==> src/rtl/store_pkg.sv <==
// rtl/store_pkg.sv - shared encodings for the store unit
//
// Purpose : size encodings, FSM state encodings and the timeout counter
//           width used by store_unit and store_lane.
// Ports   : none (package).

package store_pkg;

  typedef enum logic [1:0] {
    SZ_BYTE = 2'b00,
    SZ_HALF = 2'b01,
    SZ_WORD = 2'b10,
    SZ_RSVD = 2'b11
  } size_e;

  typedef enum logic [1:0] {
    S_IDLE = 2'b00,
    S_REQ  = 2'b01,
    S_RESP = 2'b10
  } state_e;

  // Wide enough for the largest TIMEOUT (255).
  localparam int CNT_W = 8;

endpackage

==> src/rtl/store_lane.sv <==
// rtl/store_lane.sv - combinational lane placement and byte-enable generation
//
// Purpose : places store data on the byte lanes selected by size/address,
//           produces little-endian byte enables and flags misalignment.
// Ports   : size      in  2   store size (store_pkg::size_e encoding)
//           addr_lo   in  2   byte offset within the word
//           wdata     in  32  register data
//           lane_data out 32  lane-replicated write data
//           lane_be   out 4   byte enables, bit i = lane i
//           misalign  out 1   half at odd address or word not 4-aligned

module store_lane
  import store_pkg::*;
(
  input  logic [1:0]  size,
  input  logic [1:0]  addr_lo,
  input  logic [31:0] wdata,
  output logic [31:0] lane_data,
  output logic [3:0]  lane_be,
  output logic        misalign
);

  always_comb begin
    lane_data = 32'h0;
    lane_be   = 4'b0000;
    misalign  = 1'b0;
    case (size)
      SZ_BYTE: begin
        lane_data = {4{wdata[7:0]}};
        lane_be   = 4'b0001 << addr_lo;
      end
      SZ_HALF: begin
        lane_data = {2{wdata[15:0]}};
        lane_be   = addr_lo[1] ? 4'b1100 : 4'b0011;
        misalign  = addr_lo[0];
      end
      SZ_WORD: begin
        lane_data = wdata;
        lane_be   = 4'b1111;
        misalign  = (addr_lo != 2'b00);
      end
      default: begin
        // Reserved size: nothing is driven, the top flags it as an error.
        lane_data = 32'h0;
        lane_be   = 4'b0000;
        misalign  = 1'b0;
      end
    endcase
  end

endmodule

==> src/rtl/store_unit.sv <==
// rtl/store_unit.sv - single-outstanding store unit between core and memory
//
// Purpose : accepts one core store at a time, issues a lane-placed word
//           write to memory, waits for mem_ack with a TIMEOUT-cycle abort,
//           and reports completion (done) or failure (err) as pulses.
// Config  : define STORE_MISALIGN_TRAP_EN to turn misaligned half/word
//           stores into errors; otherwise low address bits are ignored.
// Ports   : clk       in  1   clock, rising edge
//           rst_n     in  1   asynchronous active-low reset
//           st_valid  in  1   store request, taken when st_valid && st_ready
//           st_ready  out 1   high only in IDLE
//           addr      in  32  byte address
//           wdata     in  32  store data
//           size      in  2   00 byte, 01 half, 10 word, 11 reserved
//           mem_req   out 1   memory write request
//           mem_addr  out 32  word-aligned address
//           mem_wdata out 32  lane-placed data (0 while mem_req low)
//           mem_be    out 4   byte enables (0 while mem_req low)
//           mem_ack   in  1   memory completion, looked at only in REQ
//           done      out 1   one-cycle pulse, store completed
//           err       out 1   one-cycle pulse, reserved/misaligned/timeout

module store_unit
  import store_pkg::*;
#(
  parameter int TIMEOUT = 15
) (
  input  logic        clk,
  input  logic        rst_n,
  input  logic        st_valid,
  output logic        st_ready,
  input  logic [31:0] addr,
  input  logic [31:0] wdata,
  input  logic [1:0]  size,
  output logic        mem_req,
  output logic [31:0] mem_addr,
  output logic [31:0] mem_wdata,
  output logic [3:0]  mem_be,
  input  logic        mem_ack,
  output logic        done,
  output logic        err
);

`ifdef STORE_MISALIGN_TRAP_EN
  localparam bit TRAP_EN = 1'b1;
`else
  localparam bit TRAP_EN = 1'b0;
`endif

  // Last REQ cycle index before abort; REQ lasts exactly TIMEOUT cycles.
  localparam logic [CNT_W-1:0] CNT_LAST = CNT_W'(TIMEOUT - 1);

  state_e           state_q;
  logic             st_ready_q;
  logic             mem_req_q;
  logic [31:0]      mem_addr_q;
  logic [31:0]      mem_wdata_q;
  logic [3:0]       mem_be_q;
  logic             done_q;
  logic             err_q;
  logic [CNT_W-1:0] cnt_q;

  logic [31:0] lane_data;
  logic [3:0]  lane_be;
  logic        misalign;
  logic        acc_err;

  store_lane u_lane (
    .size      (size),
    .addr_lo   (addr[1:0]),
    .wdata     (wdata),
    .lane_data (lane_data),
    .lane_be   (lane_be),
    .misalign  (misalign)
  );

  assign acc_err = (size == SZ_RSVD) || (TRAP_EN && misalign);

  always_ff @(posedge clk or negedge rst_n) begin
    if (!rst_n) begin
      state_q     <= S_IDLE;
      st_ready_q  <= 1'b1;
      mem_req_q   <= 1'b0;
      mem_addr_q  <= 32'h0;
      mem_wdata_q <= 32'h0;
      mem_be_q    <= 4'b0000;
      done_q      <= 1'b0;
      err_q       <= 1'b0;
      cnt_q       <= '0;
    end else begin
      done_q <= 1'b0;
      err_q  <= 1'b0;
      case (state_q)
        S_IDLE: begin
          if (st_valid) begin
            st_ready_q <= 1'b0;
            if (acc_err) begin
              // Rejected stores skip memory entirely.
              state_q <= S_RESP;
              err_q   <= 1'b1;
            end else begin
              state_q     <= S_REQ;
              mem_req_q   <= 1'b1;
              mem_addr_q  <= {addr[31:2], 2'b00};
              mem_wdata_q <= lane_data;
              mem_be_q    <= lane_be;
              cnt_q       <= '0;
            end
          end
        end
        S_REQ: begin
          // Ack wins over a simultaneous timeout expiry.
          if (mem_ack || (cnt_q == CNT_LAST)) begin
            state_q     <= S_RESP;
            mem_req_q   <= 1'b0;
            mem_wdata_q <= 32'h0;
            mem_be_q    <= 4'b0000;
            cnt_q       <= '0;
            done_q      <= mem_ack;
            err_q       <= !mem_ack;
          end else begin
            cnt_q <= cnt_q + 1'b1;
          end
        end
        S_RESP: begin
          state_q    <= S_IDLE;
          st_ready_q <= 1'b1;
        end
        default: begin
          state_q    <= S_IDLE;
          st_ready_q <= 1'b1;
        end
      endcase
    end
  end

  assign st_ready  = st_ready_q;
  assign mem_req   = mem_req_q;
  assign mem_addr  = mem_addr_q;
  assign mem_wdata = mem_wdata_q;
  assign mem_be    = mem_be_q;
  assign done      = done_q;
  assign err       = err_q;

endmodule

==> config.mk <==
export PLATFORM = sky130hd
export DESIGN_NAME = store_unit
export DESIGN_NICKNAME = d
export VERILOG_FILES = /design/src/rtl/store_pkg.sv /design/src/rtl/store_lane.sv /design/src/rtl/store_unit.sv
export SDC_FILE = /design/constraint.sdc
export NUM_CORES = 1
export LEC_CHECK = 0
export ABC_AREA = 1
export CORE_MARGIN = 2
export CORE_UTILIZATION = 25
export CTS_CLUSTER_DIAMETER = 30
export DETAILED_ROUTE_END_ITERATION = 12
export PLACE_DENSITY = 0.59
export SYNTH_ARGS = -nofsm -noshare
export SYNTH_HDL_FRONTEND = slang
export SYNTH_SLANG_ARGS = --single-unit
==> constraint.sdc <==
create_clock -name clk -period 2.3 [get_ports clk]
set_input_delay 0.46 -clock clk [delete_from_list [all_inputs] [get_ports clk]]
set_output_delay 0.46 -clock clk [all_outputs]
set_load 0.01 [all_outputs]
# --- Yosys cells after proc, flatten, opt, wreduce, memory -nomap -nowiden ---
# Cells that the tools add are included.
classes:
  addsub: 1
  eq_ne: 8
  shifts: 1
  mux: 31
  bitwise: 2
  reduce_logical: 10
op_table:
  columns: ["op", "n"]
  rows:
  - ["$mux 32", 3]
  - ["$pmux 32 s3", 1]
  - ["$pmux 32 s2", 1]
  - ["$mux 8", 3]
  - ["$mux 4", 4]
  - ["$pmux 8 s2", 1]
  - ["$pmux 4 s3", 1]
  - ["$mux 1", 9]
  - ["$add 8x1->8 const B", 1]
  - ["$eq 8x4->1 const B", 1]
  - ["$pmux 4 s2", 1]
  - ["$mux 2", 3]
  - ["$ne 2x2->1 const B", 3]
  - ["$pmux 1 s2", 3]
  - ["$reduce_and 3->1", 2]
  - ["$eq 2x1->1 const B", 2]
  - ["$eq 2x2->1 const B", 2]
  - ["$logic_not 2->1", 2]
  - ["$pmux 2 s2", 1]
  - ["$reduce_and 2->1", 2]
  - ["$reduce_and 4->1", 1]
  - ["$shl 1x2->4 const A", 1]
  - ["$not 1->1", 2]
  - ["$reduce_bool 2->1", 1]
  - ["other kinds (2)", 2]
word_totals:
  ff_bits: 80
  input_bits: 70
  output_inout_bits: 72
  word_cells: 62

# --- Depth between registers and ports, before layout ---
logic_depth:
  depth_word: 5
  depth_mapped: 9
  depth_no_buf: 8

# --- Hierarchy ---
# From an unflattened synthesis, not the netlist that was laid out.
unflattened:
  hier_cells: 547
  hier_area_um2: 4160.2
modules_own_cells:
  columns: ["module", "instances", "cells_each", "area_each_um2", "seq_area_each_um2"]
  rows:
  - ["store_unit", 1, 387, 3418.3, 2003.2]
  - ["store_lane", 1, 160, 742.0, 0.0]

# --- Worst setup path before layout ---
# No wires, ideal clock.
synth_path:
  kind: "input-to-reg"
  startpoint: "input size[0]"
  endpoint: "register mem_req_q, in the netlist mem_req"
  setup_ps: 127
  arrival_time_ps: 1314
  required_ps: 2173
  slack_ps: 859
  stages: 9
  path_buffers: 3
  path_cell_list: "buf_4 > nand2_2 > nor2_4 > nor2_8 > nand2_1 > buf_6 > buf_6 > nand2_1 > nand2_1"
synth_between:
  elab_chain_cells: 3
synth_rtl:
  columns: ["item", "line_no", "rtl"]
  rows:
  - ["start, declared", "store_unit.sv:34", "input logic [1:0] size,"]
  - ["$eq 2x2->1", "store_unit.sv:77", "assign acc_err = (size == SZ_RSVD) || (TRAP_EN && misalign);"]
  - ["$ne 2x2->1 (no source line)", null, null]
  - ["$reduce_and 4->1 (no source line)", null, null]
  - ["end signal, assigned", "store_unit.sv:83", "mem_req_q <= 1'b0;"]
  - ["end signal, assigned", "store_unit.sv:103", "mem_req_q <= 1'b1;"]
  - ["end signal, assigned", "store_unit.sv:115", "mem_req_q <= 1'b0;"]
  - ["end, declared", "store_unit.sv:55", "logic mem_req_q;"]
# No other way between the ends.
# A chain may end at the register's enable or synchronous reset.

# --- Final worst setup path ---
layout_path:
  startpoint: "register st_ready_q, in the netlist st_ready"
  endpoint: "output st_ready"
layout_lines:
  columns: ["item", "line_no", "rtl"]
  rows:
  - ["start, declared", "store_unit.sv:54", "logic st_ready_q;"]
  - ["start signal, assigned", "store_unit.sv:82", "st_ready_q <= 1'b1;"]
  - ["start signal, assigned", "store_unit.sv:96", "st_ready_q <= 1'b0;"]
  - ["start signal, assigned", "store_unit.sv:127", "st_ready_q <= 1'b1;"]
  - ["end, declared", "store_unit.sv:31", "output logic st_ready,"]
# No word-level cell between the ends.

==> summary.md <==
| Metric | Value |
|---|---|
| Status | `finished clean` |
| CP startpoint kind | `flop` |
| Most common cell after layout, fill and taps aside | `nand2_1` |
| Max Fclk | `0.5256 GHz` |
| HPWL after DPL | `8640 um` |
| Total negative slack | `0 ps` |
| Core box area | `15090 um^2` |
| Placed Cells | `about 800` |
| Buffers & Inverters on Critical Path | `1` |
| Avg Vias per Cell | `4.454` |
| Worst-Margin Slew | `between 500 and 600 ps` |
| Initial DRC count | `198` |
| Register area | `2003 um^2` |
| Final Non-Filler Cells | `818` |
| Slowest CP cell | `clkdlybuf4s50_1` |
| Drt drc | `0` |
| Port Buffers | `roughly 140` |
| Clock root cell | `clkbuf_16` |
| Worst setup margin | `397.4 ps` |
| Setup bufs post-CTS | `0` |
| Vias in the first global route | `3638` |
| Switching Share | `0.3574` |
| Switching pwr | `roughly 2.4 mW` |
| Pwr Density | `1181 nW/um^2` |
| Num CTS Buffers | `9` |
| Total of max-cap violations | `0` |
| Post-synthesis sequential area ratio | `0.5244` |
| Fill cells | `1549` |
| Tcrit/Tclk final | `0.8272` |
| Max incr delay on CP | `580 ps` |
| Final hold violation count | `0` |
| DIE HEIGHT | `127.6 um` |
| Clock share of power | `0.216` |
| Family with the most delay on the worst path | `buffers and inverters` |
| Most frequent cells in the layout | `nand2_1, clkdlybuf4s50_1, dfrtp_1, inv_1, o21ai_0` |
| Post-synthesis cell area | `3820 um^2` |
| Initial antenna violation count | `0` |
| GP Congestion | `0.8254` |
| #FFs+latches synth | `80` |
| Final nets | `697` |
| Pins Over Slew Limit | `0` |
| Combinational share of power | `0.437` |
| Clk_skew | `6.066 ps` |
| H-tree levels | `3` |
| Clock sink total | `80` |
| Worst Setup Slack post-DPL | `208.4 ps` |
| Worst path cell trace | `clkdlybuf4s50_1` |
| Diode count | `0` |
| Yosys warning total | `0` |
| Post-CTS sizing | `0` |
| Syn_area_per_cell | `just under 8 um^2` |
| Worst-Skew Late Latency | `340 ps` |
| Share of layout cells above drive strength 1 | `0.07619` |
| GRT Util Overall | `0.1445` |
| Worst path required time | `1840 ps` |
| Flop pwr share | `0.347` |
| Min-Delay Path Class | `in -> async` |
| Num rows | `45` |
| Footprint of the multi-input gates | `1481 um^2` |
| # setup viols final | `0` |
| DR pass1 iterations | `4` |
| Post-DRT Antenna Nets | `0` |
| Slew HR | `0.6613` |
| Final min period | `1903 ps` |
| CP Class | `reg -> out` |
| Layout area overhead | `50.18%` |
| Synth unique cells | `26` |
| RSZ-0062 raised after global routing | `false` |
| DIE AREA | `16280 um^2` |
| Wire per inst | `14.05 um` |
| Max VDD drop | `544.7 uV` |
| Hold buffers post-CTS | `0` |
| Clock buffer depth | `2` |
| First-pass GRT wire length | `roughly 18000 um` |
| Crit-path max FO | `2` |
| Ports | `142` |
| Cells after Synth | `roughly 490` |
| Largest net degree at the start of global routing | `just over 50` |
| Die width | `~130 um` |
| CTS tree | `built` |
| Cell Int Power | `between 4 and 5 mW` |
| Grt total ovfl | `0` |
| CP arrival | `1440 ps` |
| Routed Wire Length | `11490 um` |
| Leak pwr | `~2.8 nW` |
| Clock slew at reported path FFs | `~60 ps` |
| Setup crit end kind | `output port` |
| Initial Util | `0.2532` |
| Via count | `roughly 3600` |
## power groups by stage
stage               clock network (mW)  logic [mW]  registers [mW]
global placement                     0        2.94            2.36
CTS                               1.51        3.00            2.36
finish                            1.46        2.96            2.35
global route                      1.58        3.25            2.43
floorplan                            0        1.12            2.57
detailed placement                   0        2.99            2.37
## Yosys cell counts
cell / count / area share
a21oi_1: 21 / 0.028
buf_2: 11 / 0.014
buf_4: 5 / 0.0098
buf_6: 4 / 0.012
clkbuf_1: 5 / 0.0049
conb_1: 1 / 0.00098
dfrtp_1: 79 / 0.52
dfstp_2: 1 / 0.0069
ha_1: 2 / 0.0065
inv_1: 44 / 0.043
inv_2: 6 / 0.0059
nand2_1: 194 / 0.19
nand2_2: 2 / 0.0033
nand3_1: 26 / 0.034
nand3b_1: 1 / 0.0020
nand4_1: 19 / 0.031
nor2_1: 17 / 0.017
nor2_2: 5 / 0.0082
nor2_4: 1 / 0.0029
nor2_8: 1 / 0.0052
nor3_1: 2 / 0.0026
o21ai_0: 35 / 0.046
o21ai_1: 1 / 0.0013
o21ai_2: 1 / 0.0023
o21bai_1: 1 / 0.0020
xor2_1: 1 / 0.0023
## cell type report
| cell class | count | share of cell area |
|---|---|---|
| clock buffers | 10 | 0.04166 |
| clock inverters | 6 | 0.01156 |
| inverters | 50 | 0.03272 |
| multi-input cells | 332 | 0.2582 |
| flip-flops and latches | 80 | 0.3492 |
| well taps | 188 | 0.04100 |
| repair buffers | 152 | 0.2656 |
## metal layers
metal / track usage / routed length, um / vias up
met2: 0.2281 / 5314 / 126
met4: 0.06658 / 295 / 0
met3: 0.04062 / 739 / 20
met5: 0 / 0 / -
li1: - / - / 1806
met1: 0.1840 / 5140 / 1691
## logic make-up after synthesis
group	Yosys count	share of synthesized area
AO/OA/AOI/OAI	59	0.07894
flip-flops	80	0.5244
XOR/XNOR	1	0.002293
buffers and inverters	75	0.09008
adder cells (fa/ha/maj)	2	0.006550
AND/OR/NAND/NOR	268	0.2968
other	1	0.0009817
## state kept, by name, summed over array words and instances (netlist names)
register   count
mem_wdata     32
mem_addr      30
st_ready       1
err            1
done           1
mem_be         4
cnt_q          8
state_q        2
mem_req        1
## path summary, 6_finish.rpt
check	depth (start not counted)	to	start	slack [ps]
max in group asynchronous	2	st_ready	rst_n	1550
min reg2reg	2	mem_wdata[23]	mem_wdata[23]	480
min	1	mem_addr[9]	rst_n	80
max	1	st_ready	st_ready	400
max reg2reg	9	mem_wdata[15]	cnt_q[0]	730
min in group clk	2	mem_wdata[23]	mem_wdata[23]	480
## per-stage QoR
| stage | power, mW | hold WS [ps] | utilization | cell area [um^2] |
|---|---|---|---|---|
| 2_1_floorplan | 3.690 | 164.4 | - | 3824 |
| 3_3_place_gp | 5.305 | 452.8 | 0.3600 | 5431 |
| 3_5_place_dp | 5.365 | 464.0 | 0.3600 | 5431 |
| 4_1_cts | 6.870 | 91.56 | 0.3802 | 5737 |
| 5_1_grt | 7.250 | 111.4 | 0.3802 | 5737 |
| 6_report | 6.777 | 82.04 | 0.3802 | 5737 |
Note: power is estimated with default switching activity, not from simulation.
